===== config.mk =====
export PLATFORM = sky130hd
export DESIGN_NAME = alu_arbiter
export DESIGN_NICKNAME = d
export VERILOG_FILES = /design/src/rtl/alu_arbiter_pkg.sv /design/src/rtl/alu_addsub.sv /design/src/rtl/alu_arbiter_rr_pick.sv /design/src/rtl/alu_arbiter.sv
export SDC_FILE = /design/constraint.sdc
export NUM_CORES = 1
export LEC_CHECK = 0
export ABC_AREA = 1
export CORE_AREA = 2 2 95 97
export CTS_CLUSTER_DIAMETER = 40
export DETAILED_ROUTE_END_ITERATION = 8
export DIE_AREA = 0 0 97 99
export PLACE_DENSITY_LB_ADDON = 0.12
export RECOVER_POWER = 100
export SLEW_MARGIN = 20
export SYNTH_ARGS = -nofsm -noshare
export SYNTH_HDL_FRONTEND = slang
export SYNTH_SLANG_ARGS = --single-unit

===== constraint.sdc =====
create_clock -name clk -period 3.75 [get_ports clk]
set_input_delay 0.375 -clock clk [delete_from_list [all_inputs] [get_ports clk]]
set_output_delay 0.375 -clock clk [all_outputs]
set_load 0.02 [all_outputs]

===== src/rtl/alu_arbiter_pkg.sv =====
// Shared types and defaults for the round-robin ALU arbiter.
package alu_arb_pkg;

   typedef enum logic [1:0] {IDLE, EXEC, RESP} alu_arb_state_t;

   localparam int NREQ_DEFAULT = 4;

endpackage


===== src/rtl/alu_addsub.sv =====
// Shared add/subtract ALU datapath: op=1 adds, op=0 adds the two's complement of b.
module alu_addsub #(
   parameter int N = 8
) (
   input  logic [N-1:0] a,
   input  logic [N-1:0] b,
   input  logic         op,
   output logic [N-1:0] result,
   output logic         carry
);

   logic [N-1:0] b_eff;

   // The negated operand is truncated to N bits, so subtracting zero yields no carry.
   always_comb begin
      b_eff = op ? b : (~b + N'(1));
      {carry, result} = {1'b0, a} + {1'b0, b_eff};
   end

endmodule


===== src/rtl/alu_arbiter_rr_pick.sv =====
// Combinational round-robin picker: first valid requester after last_grant, with wrap-around.
module rr_pick #(
   parameter int NREQ = 4
) (
   input  logic [NREQ-1:0]         req,
   input  logic [$clog2(NREQ)-1:0] last_grant,
   output logic [$clog2(NREQ)-1:0] winner,
   output logic                    any_valid
);

   localparam int IDW = $clog2(NREQ);

   logic [IDW-1:0] idx;

   always_comb begin
      winner    = '0;
      any_valid = 1'b0;
      idx       = '0;
      for (int k = 1; k <= NREQ; k++) begin
         idx = IDW'((int'(last_grant) + k) % NREQ);
         if (!any_valid && req[idx]) begin
            winner    = idx;
            any_valid = 1'b1;
         end
      end
   end

endmodule


===== src/rtl/alu_arbiter.sv =====
// Round-robin arbiter sharing one add/subtract ALU among NREQ requesters.
// Optional per-requester grant counters are built when ALU_ARB_STATS_EN is defined.
module alu_arbiter
   import alu_arb_pkg::*;
#(
   parameter int N    = 8,
   parameter int NREQ = NREQ_DEFAULT,
   parameter int CNTW = 16
) (
   input  logic                    clk,
   input  logic                    reset,
   input  logic [NREQ-1:0]         req_valid,
   output logic [NREQ-1:0]         req_ready,
   input  logic [NREQ*N-1:0]       req_a,
   input  logic [NREQ*N-1:0]       req_b,
   input  logic [NREQ-1:0]         req_op,
   output logic                    rsp_valid,
   input  logic                    rsp_ready,
   output logic [N-1:0]            rsp_result,
   output logic                    rsp_carry,
   output logic [$clog2(NREQ)-1:0] rsp_id,
   output logic [NREQ*CNTW-1:0]    grant_cnt
);

   localparam int IDW = $clog2(NREQ);

   alu_arb_state_t state;
   logic [IDW-1:0] last_grant;
   logic [IDW-1:0] winner;
   logic           any_valid;
   logic           accept;
   logic [N-1:0]   op_a;
   logic [N-1:0]   op_b;
   logic           op_op;
   logic [IDW-1:0] op_id;
   logic [N-1:0]   alu_result;
   logic           alu_carry;

   rr_pick #(.NREQ(NREQ)) u_pick (
      .req        (req_valid),
      .last_grant (last_grant),
      .winner     (winner),
      .any_valid  (any_valid)
   );

   alu_addsub #(.N(N)) u_alu (
      .a      (op_a),
      .b      (op_b),
      .op     (op_op),
      .result (alu_result),
      .carry  (alu_carry)
   );

   assign accept = (state == IDLE) && any_valid;

   always_comb begin
      req_ready = '0;
      if (accept) req_ready[winner] = 1'b1;
   end

   always_ff @(posedge clk or posedge reset) begin
      if (reset) begin
         state      <= IDLE;
         last_grant <= IDW'(NREQ - 1);
         op_a       <= '0;
         op_b       <= '0;
         op_op      <= 1'b0;
         op_id      <= '0;
         rsp_valid  <= 1'b0;
         rsp_result <= '0;
         rsp_carry  <= 1'b0;
         rsp_id     <= '0;
      end else begin
         case (state)
            IDLE: begin
               if (any_valid) begin
                  op_a       <= req_a[winner*N +: N];
                  op_b       <= req_b[winner*N +: N];
                  op_op      <= req_op[winner];
                  op_id      <= winner;
                  last_grant <= winner;
                  state      <= EXEC;
               end
            end
            EXEC: begin
               rsp_result <= alu_result;
               rsp_carry  <= alu_carry;
               rsp_id     <= op_id;
               rsp_valid  <= 1'b1;
               state      <= RESP;
            end
            RESP: begin
               if (rsp_ready) begin
                  rsp_valid <= 1'b0;
                  state     <= IDLE;
               end
            end
            default: state <= IDLE;
         endcase
      end
   end

`ifdef ALU_ARB_STATS_EN
   logic [CNTW-1:0] cnt_q [NREQ];

   // Counters stick at all-ones instead of wrapping.
   always_ff @(posedge clk or posedge reset) begin
      if (reset) begin
         for (int i = 0; i < NREQ; i++) cnt_q[i] <= '0;
      end else if (accept && !(&cnt_q[winner])) begin
         cnt_q[winner] <= cnt_q[winner] + CNTW'(1);
      end
   end

   for (genvar gi = 0; gi < NREQ; gi++) begin : g_cnt
      assign grant_cnt[gi*CNTW +: CNTW] = cnt_q[gi];
   end
`else
   assign grant_cnt = '0;
`endif

endmodule


==> results by group <==
STA
  • RSZ-0062 raised after global routing: false
  • Slew margin rel.: -0.201
  • Final Max Slew Viols: 36
  • Min setup slack post-route: 0.349 ns
  • Min cycle time layout: 3.40 ns
  • Final hold slack: 0.466 ns
  • Final Cycle Share: 0.907
  • Max Clk Rate: 294 MHz
  • Hold Fails Final Rpt: 0
  • Sum Neg Setup Slack: 0 ns
  • Slew @ Worst Pin: 1.80 ns
  • Skew final: 0.00864 ns
  • Endpoints failing setup: 0

Global routing
  • Largest net degree at the start of global routing: 38
  • Vias in the first global route: 2812
  • First-pass GRT wire length: 12900 um
  • Gr ovfl total: 0
  • Total Routing Usage GR: 0.161
  • Antenna violations before repair: 0

Worst hold path
  • Min-delay src: rsp_result[0]
  • Hold worst-path end: rsp_result[0]
  • Hold path depth: 2
  • Hold WC Path Type: flip-flop to flip-flop

Run status
  • Status: finished with violations
  • Failing checks: capacitance limit, slew limit

Floorplan
  • Top Ports: 155
  • Die W: 97 um
  • Die area: 9600 um2
  • Initial Util: 0.389
  • Die Y: 99 um
  • Rows: 34
  • Core Box Area: 8550 um2

Layout
  • Proportion of layout cells with a drive suffix above 1: 0.0597
  • Post-layout util: 0.480
  • Synthesis-to-finish area growth: 23.5%
  • Filler Cells Inserted: 892
  • Final Non-Filler Cells: 694
  • Nets: 672
  • Antenna fix cells: 0
  • Design area: 4110 um2

Clocking
  • Clock Path Buffers: 2
  • CTS root buf: clkbuf_8
  • Clock Sinks: 35
  • Clk slew on worst S/H paths: 0.08 ns
  • Post-CTS sizing: 0
  • CTS tree: yes
  • Hold buffers post-CTS: 0
  • Post-CTS setup buffers: 0
  • H-tree level count: 2
  • Clk_lat worst skew: 0.29 ns
  • Num CTS Buffers: 5

Place
  • Gp weighted congestion: 0.926
  • Placed cells: 686
  • Pre-CTS setup slack: 0.692 ns
  • HPWL after DPL: 6390 um
  • Port-buffer cells: 90
  • Placed instance area: 4030 um2

Drt
  • Via count: 3142
  • WL met1: 3750 um
  • Initial DRC count: 143
  • Total wire length: 7970 um
  • DR top layer: met4
  • Met2 WL: 3680 um
  • WL met3: 464 um
  • Via density: 4.53
  • DRT Pass-1 Iters: 4
  • Routed Antenna Nets: 0
  • Routed wire per std cell: 11.5 um
  • # DRC: 0

Setup path
  • Worst EP arrival: 3.03 ns
  • R2r setup slk: 1.06 ns
  • Worst setup SP type: flip-flop
  • CP Max Fanout: 37
  • FF-to-FF Start: last_grant[0]
  • Required @ worst endpoint: 3.38 ns
  • Endpoint type of the worst setup path: primary output
  • R2R depth: 12
  • Crit Path Category: flip-flop to primary output
  • RR Endpoint: last_grant[0]

Job
  • Max cap viols: 1

Yosys
  • Synth warn: 0
  • Synthesized area: 3330 um2
  • Post-synthesis sequential area ratio: 0.264
  • Syn avg cell area: 6.60 um2
  • Cell count after synthesis: 504
  • Yosys reg bits: 35
  • Synth unique cells: 34

Power
  • Leakage Power: 2.20 nW
  • P per Cell Area: 1060 nW/um2
  • Total power: 4.35 mW
  • Maximum VDD drop: 0.590 mV
[cell type report]
class	count	area, um2	share of cell area
Clock buffer	5	68.8	0.0168
Timing Repair Buffer	97	946	0.230
Multi-Input combinational cell	421	1960	0.478
Sequential cell	35	878	0.214
Inverter	25	96.3	0.0235
Tap cell	108	135	0.0329
Clock inverter	3	20.0	0.00487
[cells in the mapped netlist]
cell type,instances,share of area
clkbuf_1,1,0.0011
o31ai_1,1,0.0023
nand2_1,231,0.26
nand3_4,2,0.011
nand3_2,1,0.0030
nor2_4,1,0.0034
inv_2,3,0.0034
nor3_2,1,0.0030
ha_1,11,0.041
o21ai_1,4,0.0060
o21ai_0,13,0.020
buf_6,5,0.017
a31oi_1,1,0.0019
xor2_1,4,0.011
conb_1,1,0.0011
nand4_1,35,0.066
o211ai_1,1,0.0023
a21oi_1,6,0.0090
inv_1,21,0.024
nand3_1,11,0.017
buf_2,11,0.017
inv_4,1,0.0019
nand2b_1,1,0.0019
nand2_2,10,0.019
buf_1,2,0.0023
xnor2_1,4,0.011
dfrtp_1,33,0.25
fa_1,1,0.0060
nor2_1,13,0.015
nor3_1,3,0.0045
a21o_1,1,0.0023
nand2_4,1,0.0034
dfstp_2,2,0.016
buf_4,67,0.15
[flip-flops by register name, indices dropped and copies added (netlist names)]
name,count
last_grant,2
op_a,8
op_b,8
op_id,2
op_op,1
rsp_carry,1
rsp_id,2
rsp_result,8
rsp_valid,1
state,2
[cell usage in the layout (no fill, tap or decap), types with 2 or more instances in the layout]
cell type / count
inv_2: 3
o21ai_0: 15
nand2_2: 10
conb_1: 64
nand4_1: 35
clkbuf_1: 2
xnor2_1: 4
a21oi_1: 6
xor2_1: 4
inv_1: 21
clkinvlp_4: 2
nor2_1: 13
nand3_1: 11
nand2_1: 231
clkdlybuf4s50_1: 73
o21ai_1: 2
clkbuf_8: 5
buf_4: 5
nor3_1: 3
dfstp_2: 2
nand3_4: 2
dfrtp_1: 33
ha_1: 11
dlygate4sd3_1: 17
[kinds of logic (layout without fill, tap and decap cells)]
| group | after synthesis | in the layout | share of synthesized area |
|---|---|---|---|
| adders and majority gates | 12 | 12 | 0.0474 |
| other | 1 | 64 | 0.00113 |
| AOI/OAI and AO/OA | 27 | 27 | 0.0433 |
| xor gates and xnor gates | 8 | 8 | 0.0211 |
| DFF | 35 | 35 | 0.264 |
| buffers and inverters | 111 | 130 | 0.217 |
| and+or+nand+nor | 310 | 310 | 0.406 |
[report_power, final]
group / switching, mW / internal [mW]
Clock: 0.140 / 0.129
Combinational: 2.17 / 1.19
Sequential: 0.144 / 0.586
[per-layer routing]
layer,up-vias,global-route usage
met5,-,0
met4,0,0.0358
met3,6,0.0298
met2,111,0.264
met1,1389,0.221
li1,1636,-
[critical path: stages (launching register included)]
cell           delay, ns
dfstp_2             0.66
inv_4               0.09
nand2_2             0.07
nand2_1             0.07
o21ai_0             0.35
nand3_4             0.13
nand3_4             0.33
inv_1               0.14
nor3_1              0.18
dlygate4sd3_1       0.69
[how the worst max path moves through the flow]
stage          slack, ns      endpoint  depth (start not counted)          start
6_report            0.35  req_ready[0]                          9  last_grant[0]
4_1_cts             0.46  req_ready[0]                         11  last_grant[0]
5_1_grt             0.13  req_ready[0]                          9  last_grant[0]
2_1_floorplan       1.35  req_ready[0]                         12  last_grant[0]
3_5_place_dp        0.69  req_ready[0]                         11   req_valid[3]
3_3_place_gp        0.74  req_ready[0]                         11   req_valid[1]
No activity file was read; power rests on OpenSTA's default activity.
